**src/rtl/uart_transmitter.sv**
```systemverilog
// UART transmit path: start bit, 1-8 data bits LSB first, 1 or 2 stop bits.
// A one-word holding buffer in front of the shifter lets the producer queue
// the next word while the current frame is still on the line, so consecutive
// frames follow each other with no idle gap.
//
// state | meaning
// ------+-----------------------------------------------------------
// IDLE  | line high, waiting for the holding buffer to fill
// START | start bit (0) for one bit period
// DATA  | data bits, LSB first, one bit period each
// STOP  | stop bit(s) (1), one or two bit periods
module uart_transmitter (
  input  logic        clk,
  input  logic        reset,
  input  logic [15:0] clocksPerCycle,
  input  logic [3:0]  bitsPerFrame,
  input  logic        twoStopBits,
  input  logic        txValid,
  input  logic [7:0]  txData,
  output logic        txReady,
  output logic        tx,
  output logic        txBusy
);

  typedef enum logic [1:0] {
    IDLE  = 2'd0,
    START = 2'd1,
    DATA  = 2'd2,
    STOP  = 2'd3
  } state_t;

  state_t      state, state_nxt;
  logic [7:0]  hold, hold_nxt;
  logic        hold_full, hold_full_nxt;
  logic [7:0]  shifter, shifter_nxt;
  logic [15:0] cyc_cnt, cyc_cnt_nxt;
  logic [3:0]  bit_cnt, bit_cnt_nxt;
  logic [15:0] cfg_cpc, cfg_cpc_nxt;
  logic [3:0]  cfg_bits, cfg_bits_nxt;
  logic        cfg_two, cfg_two_nxt;
  logic        tx_nxt;

  logic [15:0] eff_cpc;
  logic [3:0]  eff_bits;
  logic        period_end;
  logic        last_stop;
  logic        accept;
  logic        load;

  // Clamp the raw configuration into its legal range before it is latched.
  always_comb begin
    eff_cpc  = (clocksPerCycle == 16'd0) ? 16'd1 : clocksPerCycle;
    eff_bits = bitsPerFrame;
    if (bitsPerFrame == 4'd0) begin
      eff_bits = 4'd1;
    end else if (bitsPerFrame > 4'd8) begin
      eff_bits = 4'd8;
    end
  end

  // The cycle counter never exceeds cfg_cpc, so 16 bits cannot wrap even
  // at the 16'hFFFF setting.
  assign period_end = (cyc_cnt >= cfg_cpc);
  assign last_stop  = cfg_two ? (bit_cnt >= 4'd2) : 1'b1;
  assign accept     = txValid && !hold_full;

  assign txReady = !hold_full;
  assign txBusy  = (state != IDLE) || hold_full;

  // Next-state, datapath and handshake logic.
  always_comb begin
    state_nxt     = state;
    hold_nxt      = hold;
    hold_full_nxt = hold_full;
    shifter_nxt   = shifter;
    cyc_cnt_nxt   = cyc_cnt;
    bit_cnt_nxt   = bit_cnt;
    cfg_cpc_nxt   = cfg_cpc;
    cfg_bits_nxt  = cfg_bits;
    cfg_two_nxt   = cfg_two;
    tx_nxt        = tx;
    load          = 1'b0;

    case (state)
      IDLE: begin
        tx_nxt      = 1'b1;
        cyc_cnt_nxt = 16'd1;
        bit_cnt_nxt = 4'd1;
        if (hold_full) begin
          load = 1'b1;
        end
      end

      START: begin
        if (period_end) begin
          cyc_cnt_nxt = 16'd1;
          state_nxt   = DATA;
          tx_nxt      = shifter[0];
        end else begin
          cyc_cnt_nxt = cyc_cnt + 16'd1;
        end
      end

      DATA: begin
        if (period_end) begin
          cyc_cnt_nxt = 16'd1;
          if (bit_cnt >= cfg_bits) begin
            state_nxt   = STOP;
            tx_nxt      = 1'b1;
            bit_cnt_nxt = 4'd1;
          end else begin
            shifter_nxt = {1'b0, shifter[7:1]};
            tx_nxt      = shifter[1];
            bit_cnt_nxt = bit_cnt + 4'd1;
          end
        end else begin
          cyc_cnt_nxt = cyc_cnt + 16'd1;
        end
      end

      STOP: begin
        if (period_end) begin
          cyc_cnt_nxt = 16'd1;
          if (last_stop) begin
            // A queued word goes straight into its start bit: no idle gap.
            if (hold_full) begin
              load = 1'b1;
            end else begin
              state_nxt   = IDLE;
              tx_nxt      = 1'b1;
              bit_cnt_nxt = 4'd1;
            end
          end else begin
            bit_cnt_nxt = bit_cnt + 4'd1;
          end
        end else begin
          cyc_cnt_nxt = cyc_cnt + 16'd1;
        end
      end

      default: begin
        state_nxt = IDLE;
        tx_nxt    = 1'b1;
      end
    endcase

    // Frame start: move the held word into the shifter and freeze the
    // configuration for the whole frame.
    if (load) begin
      shifter_nxt   = hold;
      hold_full_nxt = 1'b0;
      tx_nxt        = 1'b0;
      state_nxt     = START;
      cyc_cnt_nxt   = 16'd1;
      bit_cnt_nxt   = 4'd1;
      cfg_cpc_nxt   = eff_cpc;
      cfg_bits_nxt  = eff_bits;
      cfg_two_nxt   = twoStopBits;
    end

    // accept needs hold_full=0 and load needs hold_full=1, so they never
    // collide on the same edge.
    if (accept) begin
      hold_nxt      = txData;
      hold_full_nxt = 1'b1;
    end
  end

  // State and datapath registers with synchronous reset; reset aborts any
  // frame in progress and drops a pending word.
  always_ff @(posedge clk) begin
    if (reset) begin
      state     <= IDLE;
      hold      <= 8'd0;
      hold_full <= 1'b0;
      shifter   <= 8'd0;
      cyc_cnt   <= 16'd1;
      bit_cnt   <= 4'd1;
      cfg_cpc   <= 16'd1;
      cfg_bits  <= 4'd1;
      cfg_two   <= 1'b0;
      tx        <= 1'b1;
    end else begin
      state     <= state_nxt;
      hold      <= hold_nxt;
      hold_full <= hold_full_nxt;
      shifter   <= shifter_nxt;
      cyc_cnt   <= cyc_cnt_nxt;
      bit_cnt   <= bit_cnt_nxt;
      cfg_cpc   <= cfg_cpc_nxt;
      cfg_bits  <= cfg_bits_nxt;
      cfg_two   <= cfg_two_nxt;
      tx        <= tx_nxt;
    end
  end

endmodule

```
**config.mk**
```make
export PLATFORM = sky130hd
export DESIGN_NAME = uart_transmitter
export DESIGN_NICKNAME = d
export VERILOG_FILES = /design/src/rtl/uart_transmitter.sv
export SDC_FILE = /design/constraint.sdc
export NUM_CORES = 1
export LEC_CHECK = 0
export ABC_AREA = 1
export ABC_CLOCK_PERIOD_IN_PS = 2550
export BUFFER_PORTS_ARGS = -buffer_cell sky130_fd_sc_hd__buf_4
export CORE_MARGIN = 3
export CORE_UTILIZATION = 25
export CTS_BUF_LIST = sky130_fd_sc_hd__clkbuf_8 sky130_fd_sc_hd__clkbuf_16
export DETAILED_ROUTE_END_ITERATION = 16
export SYNTH_ARGS = -nofsm -noshare
export SYNTH_HDL_FRONTEND = slang
export SYNTH_SLANG_ARGS = --single-unit
```
**constraint.sdc**
```tcl
create_clock -name clk -period 2.55 [get_ports clk]
set_clock_uncertainty 0.15 [all_clocks]
set_input_delay 0 -clock clk [delete_from_list [all_inputs] [get_ports clk]]
set_output_delay 0 -clock clk [all_outputs]
set_load 0.03 [all_outputs]
```
==> run_results.csv, run 1 <==
group,metric,value,unit
floorplanning,initial_utilization,25.9,%
route,drtIter0Drc,80,
global_route,grt_first_pass_wirelength,13000,um
synth,netlist_area,3320,um2
cells_and_area,diodes,0,
route,num_vias,2952,
floorplanning,placeableCoreArea,12800,um2
clock_network,htree_levels,3,
synth,synth-seq-cells,61,
sta,max_freq,437,MHz
floorplanning,fp.dieW,121,um
cells_and_area,synthToLayoutAreaGrowth,31.9,%
route,postRouteAntennaNets,0,
worst_hold_path,holdPathStages,3,
floorplanning,die_y,121,um
sta,finalHoldViolCount,0,
worst_setup_path,cp_top_family,"simple AND/OR/NAND/NOR gates",
global_route,grt_pass1_vias,2864,
clock_network,clock_sinks,61,
floorplanning,io_pins,35,
worst_setup_path,rr_startpoint,"cfg_cpc[15]",
clock_network,post_cts_buffers,0,
route,wl_per_cell,10.8,um
global_route,grt_overflow_total,0,
power_and_ir_drop,p_per_area,858,nW/um2
route,vias_per_cell,4.30,
synth,syn-num-nets,502,
cells_and_area,drive_above_1_share,16.9,%
floorplanning,dieArea,14700,um2
cells_and_area,final_common_cell,"nand2_1",
worst_setup_path,end_kind,"flop",
placed_design,io_buffers,34,
worst_setup_path,path_cells,"inv_1 -> ha_1 -> a21o_1 -> nor2_1 -> o21ai_1 -> nor2_1 -> nand2_2 -> nand2_4 -> nand2_4 -> nand2_8 -> nand2_8 -> inv_4 -> nand2_8 -> nor3_1",
synth,syn_avg_cell_area,7.54,um2
worst_setup_path,cp_max_fo,17,
worst_setup_path,startpoint,"cfg_cpc[15]",
outcome,status,"finished clean",
worst_setup_path,startpoint_type,"flop",
clock_network,cts_tree,"done",
global_route,antenna_found_initial,0,
clock_network,cts_buffer_depth,2,
sta,tightest_slew,0.543,ns
global_route,grt_usage,11.1,%
power_and_ir_drop,vdd_drop_max,0.000360,V
sta,fin_crit,2.29,ns
clock_network,clkTransAtPathRegs,0.05,ns
cells_and_area,num-nets-final,571,
floorplanning,num_rows,41,
synth,yosysWarnings,0,
power_and_ir_drop,p_total,3.76,mW
sta,hold_slack,0.0281,ns
synth,ys_seq_area_share,36.8,%
cells_and_area,final_util,34.1,%
clock_network,cts_made_buffers,9,
worst_setup_path,cp.depth,14,
worst_setup_path,r2r.worst_path.cells,14,
sta,finalCritPeriodShare,89.8,%
synth,synth_cells,440,
worst_setup_path,cp.arrival,2.39,ns
run,cap_violations,0,
route,finalWirelength,7430,um
worst_setup_path,cp_slowest_stage_delay,0.30,ns
global_route,grt_max_degree,38,
worst_hold_path,min-delay-start,"txValid",
placed_design,dp.cells,640,
worst_setup_path,cp_num_buf_inv,2,
cells_and_area,fin_cells,686,
worst_setup_path,crit_required,2.65,ns
placed_design,hpwl,5570,um
clock_network,root_buffer,"clkbuf_16",
cells_and_area,layout_common_cells,"nand2_1, inv_1, dfxtp_1",
sta,setup_violations,0,
worst_setup_path,crit_slowest_cell,"dfxtp_1",
clock_network,clk-insertion-delay-late,0.33,ns
synth,synth_cell_types,35,
route,drt_drc_violations_left,0,
worst_setup_path,critPathMostFrequentCell,"nand2_8",
sta,relSlewSlack,63.5,%
placed_design,routabilityCongestion,0.804,
power_and_ir_drop,p_leak,1.94,nW
worst_setup_path,path_class,"reg2reg",
sta,final-max-slew-violation-count,0,
worst_hold_path,hp-class,"in2reg",
route,dr.pass1.iters,5,
[final cells by class]
| cell class | count | area [um2] |
|---|---|---|
| inverter | 64 | 243 |
| multi-input combinational | 303 | 1800 |
| tap | 172 | 215 |
| fill | 1351 | 8450 |
| clock inverter | 6 | 53.8 |
| clock buffer | 10 | 239 |
| timing repair buffer | 70 | 601 |
| sequential | 61 | 1220 |
[where the power goes]
part / total [mW] / switching [mW] / internal, mW
registers: 1.20 / 0.0796 / 1.12
logic: 1.38 / 0.883 / 0.500
clock network: 1.18 / 0.408 / 0.770
[logic make-up after synthesis]
kind of cell	count (synthesis)	synth area share [%]
AOI/OAI and AO/OA	66	11.0
buffers and inverters	76	9.65
DFF	61	36.8
xor gates and xnor gates	8	2.11
adders and majority gates	30	11.3
and+or+nand+nor	199	29.1
[path summary, 6_finish.rpt]
check	endpoint	slack, ns
min	hold[7]	0.03
min reg2reg	shifter[4]	0.32
max reg2reg	cyc_cnt[7]	0.26
max	cyc_cnt[7]	0.26
[Yosys cell counts, drive strengths merged]
cell type / instances / area (um2)
nor3: 4 / 31.3
xnor2: 4 / 35.0
a41oi: 1 / 8.76
nand3: 47 / 250
inv: 64 / 243
dfxtp: 61 / 1220
clkbuf: 5 / 18.8
a211oi: 1 / 7.51
ha: 30 / 375
nor2: 51 / 241
nor4: 4 / 25.0
xor2: 4 / 35.0
o22ai: 3 / 18.8
nand3b: 1 / 7.51
o211ai: 4 / 30.0
a21oi: 22 / 121
a21o: 2 / 15.0
nand4: 5 / 31.3
nand2: 85 / 367
buf: 7 / 58.8
or2: 2 / 12.5
o21ai: 33 / 165
[worst min-delay path: stages]
cell and delay [ns]:
buf_4 0.07, nand2_1 0.19, a21oi_1 0.20
[registers in the layout, summed over array words and instances (netlist names)]
signal / cells
state: 2
shifter: 8
cyc_cnt: 16
cfg_two: 1
bit_cnt: 4
cfg_bits: 4
tx: 1
hold: 8
hold_full: 1
cfg_cpc: 16
[metal layers]
layer	part of all wire [%]	track usage, %	wire length [um]
met5	0	0	0
met4	2.5	5.53	187
met3	4.7	2.75	348
met2	42	16.7	3130
met1	51	14.7	3760
[through the flow]
| step | TNS [ns] | setup WS (ns) | area, um2 |
|---|---|---|---|
| after floorplan | 0 | 0.551 | 3320 |
| after global placement | 0 | 0.190 | 3760 |
| after detailed placement | 0 | 0.149 | 3760 |
| after CTS | 0 | 0.120 | 4350 |
| after global routing | -0.00301 | -0.00268 | 4380 |
| final | 0 | 0.260 | 4380 |
[repair_timing]
action                                  4_1_cts  5_1_grt
hold endpoints to repair                     31        0
gates resized for setup                       0        5
hold buffers                                 30        0
endpoints found under the setup margin        0       30
(Power assumes the default switching activity.)
==> run 2, diff against run 1 <==
- ABC_CLOCK_PERIOD_IN_PS: 2550 -> 2400
- clock period: 2.55 -> 2.4 ns (I/O delays scaled with it)
==> run_results.csv, run 2 (synthesis results as in run 1) <==
group,metric,value,unit
outcome,status,"finished clean",
route,route.met3.wl,375,um
sta,setup_violations,0,
global_route,grt_pass1_vias,2902,
floorplanning,dieArea,14700,um2
clock_network,post_cts_buffers,0,
sta,rsz0062_at_grt,"no",
power_and_ir_drop,switching_share,36.4,%
cells_and_area,final_common_cell,"nand2_1",
cells_and_area,num-nets-final,576,
cells_and_area,register_area,1220,um2
cells_and_area,drive_above_1_share,20.0,%
cells_and_area,final.fill_count,1314,
clock_network,cts_tree,"done",
clock_network,htree_levels,3,
worst_setup_path,end_kind,"flop",
cells_and_area,final_util,35.6,%
route,vias_per_cell,4.34,
floorplanning,io_pins,35,
route,postRouteAntennaNets,0,
worst_setup_path,cp_max_fo,11,
sta,max_freq,451,MHz
floorplanning,initial_utilization,25.9,%
power_and_ir_drop,p_int,2.80,mW
global_route,grt_usage,11.2,%
route,num_vias,2998,
clock_network,cts_buffer_depth,2,
route,drtIter0Drc,103,
floorplanning,fp.dieW,121,um
worst_hold_path,hp-class,"in2reg",
sta,setup_tns,0,ns
worst_setup_path,startpoint_type,"flop",
cells_and_area,largestRegisters,"cfg_cpc: 16 flops, cyc_cnt: 16 flops",
sta,relSlewSlack,49.4,%
sta,tightest_slew,0.753,ns
placed_design,io_buffers,34,
power_and_ir_drop,p_leak,1.99,nW
route,wl_per_cell,11.6,um
power_and_ir_drop,p_comb_share,37.3,%
route,wl_met2,3590,um
power_and_ir_drop,p_total,4.39,mW
cells_and_area,diodes,0,
clock_network,clkTransAtPathRegs,0.06,ns
sta,finalHoldViolCount,0,
power_and_ir_drop,p_per_area,963,nW/um2
floorplanning,die_y,121,um
placed_design,routabilityCongestion,0.823,
route,top_layer_used,"met4",
worst_setup_path,path_class,"reg2reg",
power_and_ir_drop,power.share.clock,33.8,%
cells_and_area,multi_input_area,1890,um2
global_route,antenna_found_initial,0,
clock_network,clock_sinks,61,
route,dr.pass1.iters,5,
clock_network,clk-insertion-delay-late,0.33,ns
global_route,grt_first_pass_wirelength,13200,um
route,drt_drc_violations_left,0,
cells_and_area,synthToLayoutAreaGrowth,37.4,%
clock_network,root_buffer,"clkbuf_16",
placed_design,hpwl,5800,um
power_and_ir_drop,p_sw,1.60,mW
global_route,grt_overflow_total,0,
clock_network,cts_made_buffers,9,
sta,final-max-slew-violation-count,0,
worst_setup_path,cp.arrival,2.33,ns
cells_and_area,layout_common_cells,"nand2_1, inv_1, dfxtp_1",
run,cap_violations,0,
worst_setup_path,ff2ff_setup_slack,0.18,ns
placed_design,dpl_worst_slack,0.125,ns
floorplanning,num_rows,41,
sta,fin_crit,2.22,ns
sta,layout_setup_ws,0.182,ns
worst_setup_path,crit_required,2.51,ns
power_and_ir_drop,seqPwrFrac,28.9,%
floorplanning,placeableCoreArea,12800,um2
route,finalWirelength,8020,um
power_and_ir_drop,vdd_drop_max,0.000425,V
route,met1_length,3920,um
sta,finalCritPeriodShare,92.4,%
global_route,grt_max_degree,36,
run 2: path summary, 6_finish.rpt:
path	start	to	cells past startpoint
worst max-delay path	cyc_cnt[15]	cyc_cnt[14]	13
worst min-delay path	reset	shifter[0]	3
worst max register to register	cyc_cnt[15]	cyc_cnt[14]	13
worst min register to register	cfg_cpc[3]	cfg_cpc[3]	2
run 2: cell type report:
cell class              count  area share [%]
clock buffers               9            4.94
clock inverters             7            2.52
inverters                  64            5.43
multi-input cells         304            41.4
flip-flops and latches     61            26.8
well taps                 172            4.72
repair buffers             74            14.2
run 2: timing repair:
action / CTS / global route
resized for setup: 0 / 34
hold buffers: 31 / 0
hold endpoints to repair: 32 / 0
endpoints found under the setup margin: 0 / 41
run 2: power by group through the flow:
stage | sequential (mW) | combinational (mW) | clock [mW]
floorplan | 1.28 | 1.08 | 0
global placement | 1.29 | 1.38 | 0
detailed placement | 1.29 | 1.41 | 0
CTS | 1.27 | 1.46 | 1.51
global route | 1.29 | 1.86 | 1.54
finish | 1.27 | 1.64 | 1.48
run 2: layer usage:
metal	track usage [%]	vias up
met5	0	-
met2	18.2	61
met4	4.83	0
li1	-	1578
met3	1.72	11
met1	14.8	1348
run 2: critical path, stage by stage (launching register included):
cell and delay [ns]:
dfxtp_1 0.33, ha_1 0.32, a21o_1 0.19, nor2_2 0.13
o21ai_2 0.07, nor2_2 0.15, nand2_4 0.10, nand2_4 0.10
nand2_4 0.07, nand2_8 0.12, nand2_8 0.09, inv_8 0.10
nand2_8 0.09, a21oi_1 0.13
run 2: metrics by stage:
step	instances	area (um2)	hold slack (ns)
global route	691	4560	0.317
detailed placement	643	3780	0.0736
CTS	690	4430	0.272
finish	691	4560	0.284
global placement	643	3780	0.0675
floorplan	440	3320	-0.0809
==> run 3, diff against run 2 <==
- ABC_AREA: 1 -> 0
- ABC_CLOCK_PERIOD_IN_PS: 2400 -> 1900
- clock period: 2.4 -> 1.9 ns (I/O delays scaled with it)
==> run_results.csv, run 3 <==
group,metric,value,unit
route,num_vias,2942,
route,wl_per_cell,12.3,um
worst_hold_path,hp-class,"in2reg",
synth,synth-seq-cells,61,
sta,layout_setup_ws,-0.596,ns
sta,fin_crit,2.50,ns
clock_network,clkTransAtPathRegs,0.06,ns
placed_design,hpwl,5530,um
synth,synth_cells,370,
power_and_ir_drop,p_leak,2.18,nW
sta,finalCritPeriodShare,131,%
synth,synth_cell_types,44,
global_route,grt_usage,12.4,%
placed_design,io_buffers,34,
synth,synth_async_sr_flop_share,0,%
synth,yosysTopAreaCell,"dfxtp_1",
sta,finalHoldViolCount,0,
worst_setup_path,startpoint_type,"flop",
global_route,grt_overflow_total,0,
cells_and_area,final_util,42.0,%
sta,setup_tns,-25.85,ns
global_route,grt_pass1_vias,3132,
cells_and_area,layout_common_cells,"buf_4, nor2_1, dfxtp_1",
synth,yosysMostFrequentCell,"dfxtp_1",
sta,setup_violations,53,
synth,synth_area_leaders,"dfxtp_1, ha_1, mux2i_1",
worst_hold_path,holdPathStages,4,
synth,syn-num-nets,432,
route,vias_per_cell,4.39,
floorplanning,placeableCoreArea,12200,um2
worst_setup_path,path_cells,"inv_2 -> ha_4 -> nand4_1 -> or2_4 -> a211o_1 -> nand4_4 -> buf_6 -> o21ai_4 -> or4b_1 -> a21oi_2",
clock_network,cts_made_buffers,9,
route,drt_drc_violations_left,0,
placed_design,routabilityCongestion,0.824,
synth,synth_edf_count,0,
cells_and_area,drive_above_1_share,37.6,%
worst_hold_path,min-delay-start,"txValid",
clock_network,clk-insertion-delay-late,0.33,ns
worst_setup_path,rr_startpoint,"cfg_cpc[11]",
worst_setup_path,cp_max_fo,6,
clock_network,cts_buffer_depth,2,
clock_network,htree_levels,3,
global_route,grt_first_pass_wirelength,14200,um
worst_setup_path,r2r.worst_path.cells,10,
cells_and_area,synthToLayoutAreaGrowth,61.2,%
route,dr.pass1.iters,4,
floorplanning,dieArea,14100,um2
power_and_ir_drop,p_per_area,1250,nW/um2
worst_setup_path,end_kind,"flop",
floorplanning,io_pins,35,
clock_network,cts_tree,"done",
sta,relSlewSlack,63.1,%
sta,final-max-slew-violation-count,0,
floorplanning,num_rows,40,
clock_network,clock_sinks,61,
placed_design,dp.cells,612,
cells_and_area,fin_cells,670,
synth,yosysWarnings,0,
worst_setup_path,startpoint,"cfg_cpc[11]",
worst_setup_path,cp_slowest_stage_delay,0.55,ns
synth,ys_seq_area_share,38.3,%
cells_and_area,num-nets-final,559,
floorplanning,die_y,119,um
sta,rsz0062_at_grt,"yes",
clock_network,root_buffer,"clkbuf_16",
synth,synth_ff_type,"dfxtp_1",
sta,tightest_slew,0.549,ns
synth,syn_avg_cell_area,8.61,um2
floorplanning,fp.dieW,119,um
global_route,antenna_found_initial,0,
worst_setup_path,cp.arrival,2.61,ns
worst_setup_path,path_class,"reg2reg",
power_and_ir_drop,vdd_drop_max,0.000630,V
cells_and_area,diodes,0,
sta,max_freq,401,MHz
global_route,grt_max_degree,28,
worst_setup_path,crit_slowest_cell,"or4b_1",
worst_setup_path,crit_required,2.02,ns
outcome,status,"finished, violations left",
route,postRouteAntennaNets,0,
floorplanning,initial_utilization,26.1,%
cells_and_area,final.fill_count,1197,
outcome,violations,"setup timing",
route,drtIter0Drc,60,
synth,netlist_area,3180,um2
route,finalWirelength,8220,um
cells_and_area,largestRegisters,"cfg_cpc: 16 flops, cyc_cnt: 16 flops",
synth,synth_common_cells,"dfxtp_1, nor2_1, ha_1, nand2_1, inv_1",
sta,hold_slack,0.304,ns
cells_and_area,final_common_cell,"buf_4",
synth,synth_top_area_share,38.3,%
run,cap_violations,0,
## run 3: layout make-up
type,count,area [um2],share of cell area (%)
Tap cell,168,210,4.09
Clock inverter,6,87.6,1.71
Inverter,29,111,2.17
Timing Repair Buffer,130,1140,22.3
Multi-Input combinational cell,266,2100,40.8
Sequential cell,61,1250,24.3
Clock buffer,10,239,4.66
## run 3: repair_timing
action                                 in CTS  in global routing
setup endpoints to repair                  53                 55
gates cloned                                2                  0
endpoints found under the hold margin      32                  0
resized for setup                          68                 23
setup buffers                               7                  1
pin swaps                                  26                 20
hold buffers                               33                  0
## run 3: critical path, delay by kind of cell (launching register included)
family / cells / cell delay (ns)
buf+inv: 2 / 0.16
fa+ha+maj: 1 / 0.26
compound gates: 3 / 0.45
simple gates: 4 / 1.07
flops: 1 / 0.34
## run 3: per-layer routing
layer  vias up  GRT usage, %  wire, um
met1      1368          14.2      3660
met2        37          21.5      4150
met5         -             0         0
li1       1526             -         -
met4         0          6.73       204
met3        11          2.85       204
## run 3: final timing paths
path | to | slack [ns]
min | hold_full | 0.30
max | bit_cnt[2] | -0.60
max reg2reg | bit_cnt[2] | -0.60
min reg2reg | hold[3] | 0.31
## run 3: where the power goes
part | switching [mW] | internal (mW) | leakage [nW] | total, mW
Clock | 0.580 | 1.18 | 0.156 | 1.76
Combinational | 1.41 | 1.56 | 1.52 | 2.97
Sequential | 0.146 | 1.53 | 0.504 | 1.68
Total | 2.14 | 4.27 | 2.18 | 6.41
## run 3: through the flow
stage / total power, mW / cell area [um2] / setup WS [ns]
5_1_grt: 6.85 / 5130 / -0.668
6_report: 6.41 / 5130 / -0.596
3_5_place_dp: 3.93 / 4030 / -0.692
2_1_floorplan: 3.08 / 3210 / -0.622
4_1_cts: 6.33 / 5050 / -0.603
3_3_place_gp: 3.88 / 4030 / -0.653
## run 3: cell families after synthesis
group,Yosys count,synth area share [%]
adder cells (fa/ha/maj),30,11.8
XOR/XNOR,14,3.85
buffers and inverters,43,5.26
AO/OA/AOI/OAI,60,12.2
AND/OR/NAND/NOR,137,20.7
flip-flops,61,38.3
multiplexers,25,7.86
